--- src/rtl/fetch_pkg.sv ---
// Shared types and constants for the fetch stage: FSM state encoding,
// the IF/ID register payload, the halt opcode and the sequential PC step.
package fetch_pkg;

   typedef enum logic [1:0] {
      RUN     = 2'd0,
      HALTING = 2'd1,
      HALTED  = 2'd2
   } fetch_state_t;

   typedef struct packed {
      logic [15:0] pc;
      logic [15:0] pc_plus2;
      logic [15:0] instr;
      logic        pred_taken;
      logic [15:0] pred_target;
      logic        valid;
   } ifid_t;

   localparam logic [3:0]  HLT_OPCODE = 4'hF;
   localparam logic [15:0] PC_STEP    = 16'd2;

endpackage

--- src/rtl/ifid_reg.sv ---
// IF/ID pipeline register. Bubble (all zero) beats load, load beats hold.
// Synchronous active-high reset clears the whole payload.
module ifid_reg
   import fetch_pkg::*;
(
   input  logic  clk,
   input  logic  rst,
   input  logic  load,
   input  logic  bubble,
   input  ifid_t d,
   output ifid_t q
);

   // Payload register: reset/bubble clear it, load captures, otherwise hold
   always_ff @(posedge clk) begin
      // NOTE: sequential state uses non-blocking assignment so every flop
      // samples pre-edge values regardless of process ordering.
      if (rst || bubble) begin
         q <= '0;
      end else if (load) begin
         q <= d;
      end
   end

endmodule

--- src/rtl/fetch_pc_unit.sv ---
// Fetch-stage PC generator and IF/ID register. Selects the next PC from
// redirect, hold, predicted target or PC+2, and runs the RUN/HALTING/HALTED
// halt sequencer. Optional saturating perf counters are built when the
// macro FETCH_PERF_CNT_EN is defined.
module fetch_pc_unit #(
   parameter int unsigned IDX_W      = 4,
   parameter logic [15:0] RESET_PC   = 16'h0000,
   parameter logic [3:0]  HLT_OPCODE = fetch_pkg::HLT_OPCODE
) (
   input  logic             clk,
   input  logic             rst,
   input  logic             stall,
   input  logic             mispredicted,
   input  logic [15:0]      redirect_pc,
   input  logic             pred_taken,
   input  logic [15:0]      pred_target,
   input  logic [15:0]      instr_in,
   output logic [15:0]      pc_curr,
   output logic [IDX_W-1:0] pc_index,
   output logic             dbp_enable,
   output logic [15:0]      if_id_pc,
   output logic [15:0]      if_id_pc_plus2,
   output logic [15:0]      if_id_instr,
   output logic             if_id_pred_taken,
   output logic [15:0]      if_id_pred_target,
   output logic             if_id_valid,
   output logic             halted
`ifdef FETCH_PERF_CNT_EN
   ,
   output logic [15:0]      fetch_cnt,
   output logic [15:0]      redirect_cnt
`endif
);

   import fetch_pkg::*;

   fetch_state_t state, state_next;
   logic [15:0]  pc_next;
   logic [15:0]  pc_plus2;
   logic         use_pred;
   logic         is_hlt;
   logic         ifid_load;
   logic         ifid_bubble;
   ifid_t        ifid_d;
   ifid_t        ifid_q;

   assign pc_plus2 = pc_curr + PC_STEP;
   // A misaligned predicted target cannot be fetched, so fall back to PC+2.
   assign use_pred = pred_taken & ~pred_target[0];
   assign is_hlt   = (instr_in[15:12] == HLT_OPCODE);
   assign pc_index = pc_curr[IDX_W:1];

   assign dbp_enable = (state == RUN) & ~stall & ~mispredicted & ~rst;

   // Next PC, next state and IF/ID control, highest priority first
   always_comb begin
      // NOTE: every output of this block gets a default first, so no path
      // leaves a variable unassigned and no latch is inferred.
      pc_next     = pc_curr;
      state_next  = state;
      ifid_load   = 1'b0;
      ifid_bubble = 1'b0;
      if (mispredicted) begin
         // Redirect wins over stall and halt; an older branch in ID
         // mispredicting also cancels a pending halt.
         pc_next     = redirect_pc;
         ifid_bubble = 1'b1;
         if (state == HALTING) begin
            state_next = RUN;
         end
      end else if (state == HALTING) begin
         if (!stall) begin
            ifid_bubble = 1'b1;
            state_next  = HALTED;
         end
      end else if (state == HALTED) begin
         ifid_bubble = 1'b1;
      end else if (!stall) begin
         ifid_load = 1'b1;
         if (is_hlt) begin
            state_next = HALTING;
         end else if (use_pred) begin
            pc_next = pred_target;
         end else begin
            pc_next = pc_plus2;
         end
      end
   end

   // PC, FSM state and halted flag registers with synchronous reset
   always_ff @(posedge clk) begin
      if (rst) begin
         pc_curr <= RESET_PC;
         state   <= RUN;
         halted  <= 1'b0;
      end else begin
         pc_curr <= pc_next;
         state   <= state_next;
         halted  <= (state_next == HALTED);
      end
   end

   assign ifid_d = '{
      pc:          pc_curr,
      pc_plus2:    pc_plus2,
      instr:       instr_in,
      pred_taken:  use_pred,
      pred_target: pred_target,
      valid:       1'b1
   };

   ifid_reg u_ifid_reg (
      .clk    (clk),
      .rst    (rst),
      .load   (ifid_load),
      .bubble (ifid_bubble),
      .d      (ifid_d),
      .q      (ifid_q)
   );

   assign if_id_pc          = ifid_q.pc;
   assign if_id_pc_plus2    = ifid_q.pc_plus2;
   assign if_id_instr       = ifid_q.instr;
   assign if_id_pred_taken  = ifid_q.pred_taken;
   assign if_id_pred_target = ifid_q.pred_target;
   assign if_id_valid       = ifid_q.valid;

`ifdef FETCH_PERF_CNT_EN
   // Saturating counters of accepted fetches and redirects
   always_ff @(posedge clk) begin
      if (rst) begin
         fetch_cnt    <= '0;
         redirect_cnt <= '0;
      end else begin
         if (ifid_load && (fetch_cnt != 16'hFFFF)) begin
            fetch_cnt <= fetch_cnt + 16'd1;
         end
         if (mispredicted && (redirect_cnt != 16'hFFFF)) begin
            redirect_cnt <= redirect_cnt + 16'd1;
         end
      end
   end
`endif

endmodule

--- config.mk ---
export PLATFORM = sky130hd
export DESIGN_NAME = fetch_pc_unit
export DESIGN_NICKNAME = d
export VERILOG_FILES = /design/src/rtl/fetch_pkg.sv /design/src/rtl/ifid_reg.sv /design/src/rtl/fetch_pc_unit.sv
export SDC_FILE = /design/constraint.sdc
export NUM_CORES = 1
export LEC_CHECK = 0
export CAP_MARGIN = 40
export CORE_MARGIN = 1
export CORE_UTILIZATION = 49
export CTS_CLUSTER_DIAMETER = 40
export CTS_CLUSTER_SIZE = 14
export DETAILED_ROUTE_END_ITERATION = 10
export HOLD_SLACK_MARGIN = 0.05
export PLACE_DENSITY_LB_ADDON = 0.1
export SLEW_MARGIN = 15
export SYNTH_ARGS = -nofsm -noshare
export SYNTH_HDL_FRONTEND = slang
export SYNTH_HIERARCHICAL = 1
export SYNTH_SLANG_ARGS = --single-unit
--- constraint.sdc ---
create_clock -name clk -period 3.4 [get_ports clk]
set_input_delay 0.34 -clock clk [delete_from_list [all_inputs] [get_ports clk]]
set_output_delay 0.34 -clock clk [all_outputs]
set_load 0.03 [all_outputs]
==> summary.txt <==
Yosys top cell by area = dfxtp_1
Worst skew pair latency = 0.37 ns
Pwr Density = 404 nW/um2
WL/cell = 16.8 um
M1 WL = 4.73 mm
YS warnings = 6
Synthesized area = 4130 um2
Setup_tns = 0 ns
Yosys top cell area share = 0.412
Worst VDD drop = 0.236 mV
WP data required = 3.06 ns
Reg-to-reg endpoint = pc_curr[15]
Clock tree sinks = 85
Die area = 8800 um2
DR DRC count = 0
PortBufs = 140
Initial antenna violation count = 0
Worst setup EP type = output port
Max Fclk = 374 MHz
Hold Path Class = register to register
Num CTS Buffers = 9
H-tree depth reported by CTS = 3
Asr flop ratio synth = 0
Largest net degree at the start of global routing = 47
Reg2reg path depth = 5
Post-CTS Repair Setup Buffers = 0
Final period demand of the worst path = 2.67 ns
Highest metal used = met4
P_leak = 2.04 nW
Hold_ws = 0.495 ns
Area contributors post-synth = dfxtp_1, mux2i_1, nor2_1
Synthesized area per cell = 9.72 um2
Worst-case hold path end point = u_ifid_reg/q[61]
CTS tree = yes
Final Hold Fails = 0
Vias/cell = 5.55
Max transition margin = 0.413
GRT overflow = 0
Post-synth EDFFs = 0
Post_cts resized = 0
Finish-stage setup viols = 0
Worst r2r src = pc_curr[1]
Post-Syn Nets = 479
Die width = 93.8 um
HPWL Detailed = 7.82 mm
Core area = 8180 um2
Clock tree buffer depth = 2
Vias = 3649
Drt pass-1 iters = 5
Hold-fix buffer count after cts = 0
RSZ-0062 raised after global routing = no
Worst hold stages = 2
Post-route ant nets = 0
Distinct cells, synth = 65
Sequential-to-total area share from yosys stat = 0.412
Max FO, Critical Path = 9
Worst slack at placement = 0.742 ns
Area Overhead vs Synth = 35.1%
Worst-margin pin slew = 0.880 ns
First-pass GRT wire length = 17.3 mm
Routed wl met3 = 631 um
Final wirelength = 11.0 mm
Core Rows = 33
Status = completed
Root Buffer = clkbuf_8
I/O pins = 141
Layout Nets = 601
Initial DRC Count = 211
Critical path class = input pin to output port
Die height = 93.8 um
Clock Skews = 0.0136 ns
GPL Wtd Cong = 0.839
CTS clk-pin slew, worst paths = 0.08 ns
Most frequent cells in the layout = clkdlybuf4s50_1, dfxtp_1, nor2_1
Antenna cells = 0
Proportion of layout cells with a drive suffix above 1 = 0.0670
Vias in the first global route = 3459
Fin crit share = 0.786
CP arrival = 2.33 ns
Synthesized flop and latch total = 85
Total global-route track usage = 0.253
FILL cells = 661
Commonest non-fill, non-tap cell in the layout = clkdlybuf4s50_1
Met2 wire len = 5.42 mm
Syn Inst Count = 425
Top FF cell, synth = dfxtp_1
Pwr Total = 2.26 mW
Initial Util = 0.505
Final setup margin = 0.729 ns
Critical path launch point type = input pin
Final Max Slew Viols = 0
R2R Setup Slk = 1.05 ns
MaxCap Viol Count = 0
Hold path startpoint = u_ifid_reg/q[61]
==> sequential cells by signal, indices dropped and copies added, names as in the netlist <==
register and flops:
state 2, pc_curr 16, halted 1, u_ifid_reg/q 66
==> report_power, final <==
part | switching (mW) | leakage, nW | internal (mW) | total [mW]
Combinational | 0.215 | 1.25 | 0.193 | 0.407
Clock | 0.363 | 0.101 | 0.414 | 0.777
Sequential | 0.0467 | 0.690 | 1.03 | 1.07
==> area by class of cell <==
class	instances	area [um2]	area share
multi-input combinational	293	2050	0.367
inverter	12	45.0	0.00807
timing repair buffer	146	1450	0.259
sequential	85	1700	0.305
clock buffer	12	135	0.0242
clock inverter	4	72.6	0.0130
tap	105	131	0.0235
==> metal layers <==
layer / up-vias / global-route usage
li1: 1753 / -
met1: 1745 / 0.310
met2: 128 / 0.433
met3: 23 / 0.0574
met4: 0 / 0.0846
met5: - / 0
==> per-stage QoR <==
| stage | util | area [um2] | std cells |
|---|---|---|---|
| after floorplan | - | 4130 | 425 |
| after global placement | 0.657 | 5370 | 641 |
| after global routing | 0.683 | 5580 | 657 |
| after CTS | 0.683 | 5580 | 657 |
| after detailed placement | 0.657 | 5370 | 641 |
| final | 0.683 | 5580 | 657 |
==> worst max-delay path: stages <==
cell             delay, ns
clkdlybuf4s50_1       0.44
buf_4                 0.19
or3_1                 0.38
nor3_1                0.24
clkdlybuf4s50_1       0.73
==> cells by family (layout without fill, tap and decap cells) <==
kind of cell,Yosys count,after routing,synth area share
AO/OA/AOI/OAI,65,65,0.127
XOR/XNOR,11,11,0.0297
adder cells (fa/ha/maj),1,1,0.00303
other,1,1,0.000908
buffers and inverters,47,174,0.0933
AND/OR/NAND/NOR,148,148,0.172
multiplexers,67,67,0.163
flip-flops,85,85,0.412
==> cells in the mapped netlist, drive strengths merged (4+ instances only) <==
cell and instances:
dfxtp 85, nor2 79, mux2i 66, buf 23, nand2 16, clkbuf 12, inv 11, a21oi 10
nor3 10, nand3 9, nand4 8, o31ai 7, xnor2 7, a211o 4, a32oi 4, o21ai 4
o32ai 4, or2 4, xor2 4
==> how the worst max path moves through the flow <==
stage	start	to
floorplan	pc_curr[1]	pc_curr[15]
global placement	stall	dbp_enable
detailed placement	stall	dbp_enable
CTS	stall	dbp_enable
global route	stall	dbp_enable
finish	stall	dbp_enable
Power figures use the tool's default switching activity.
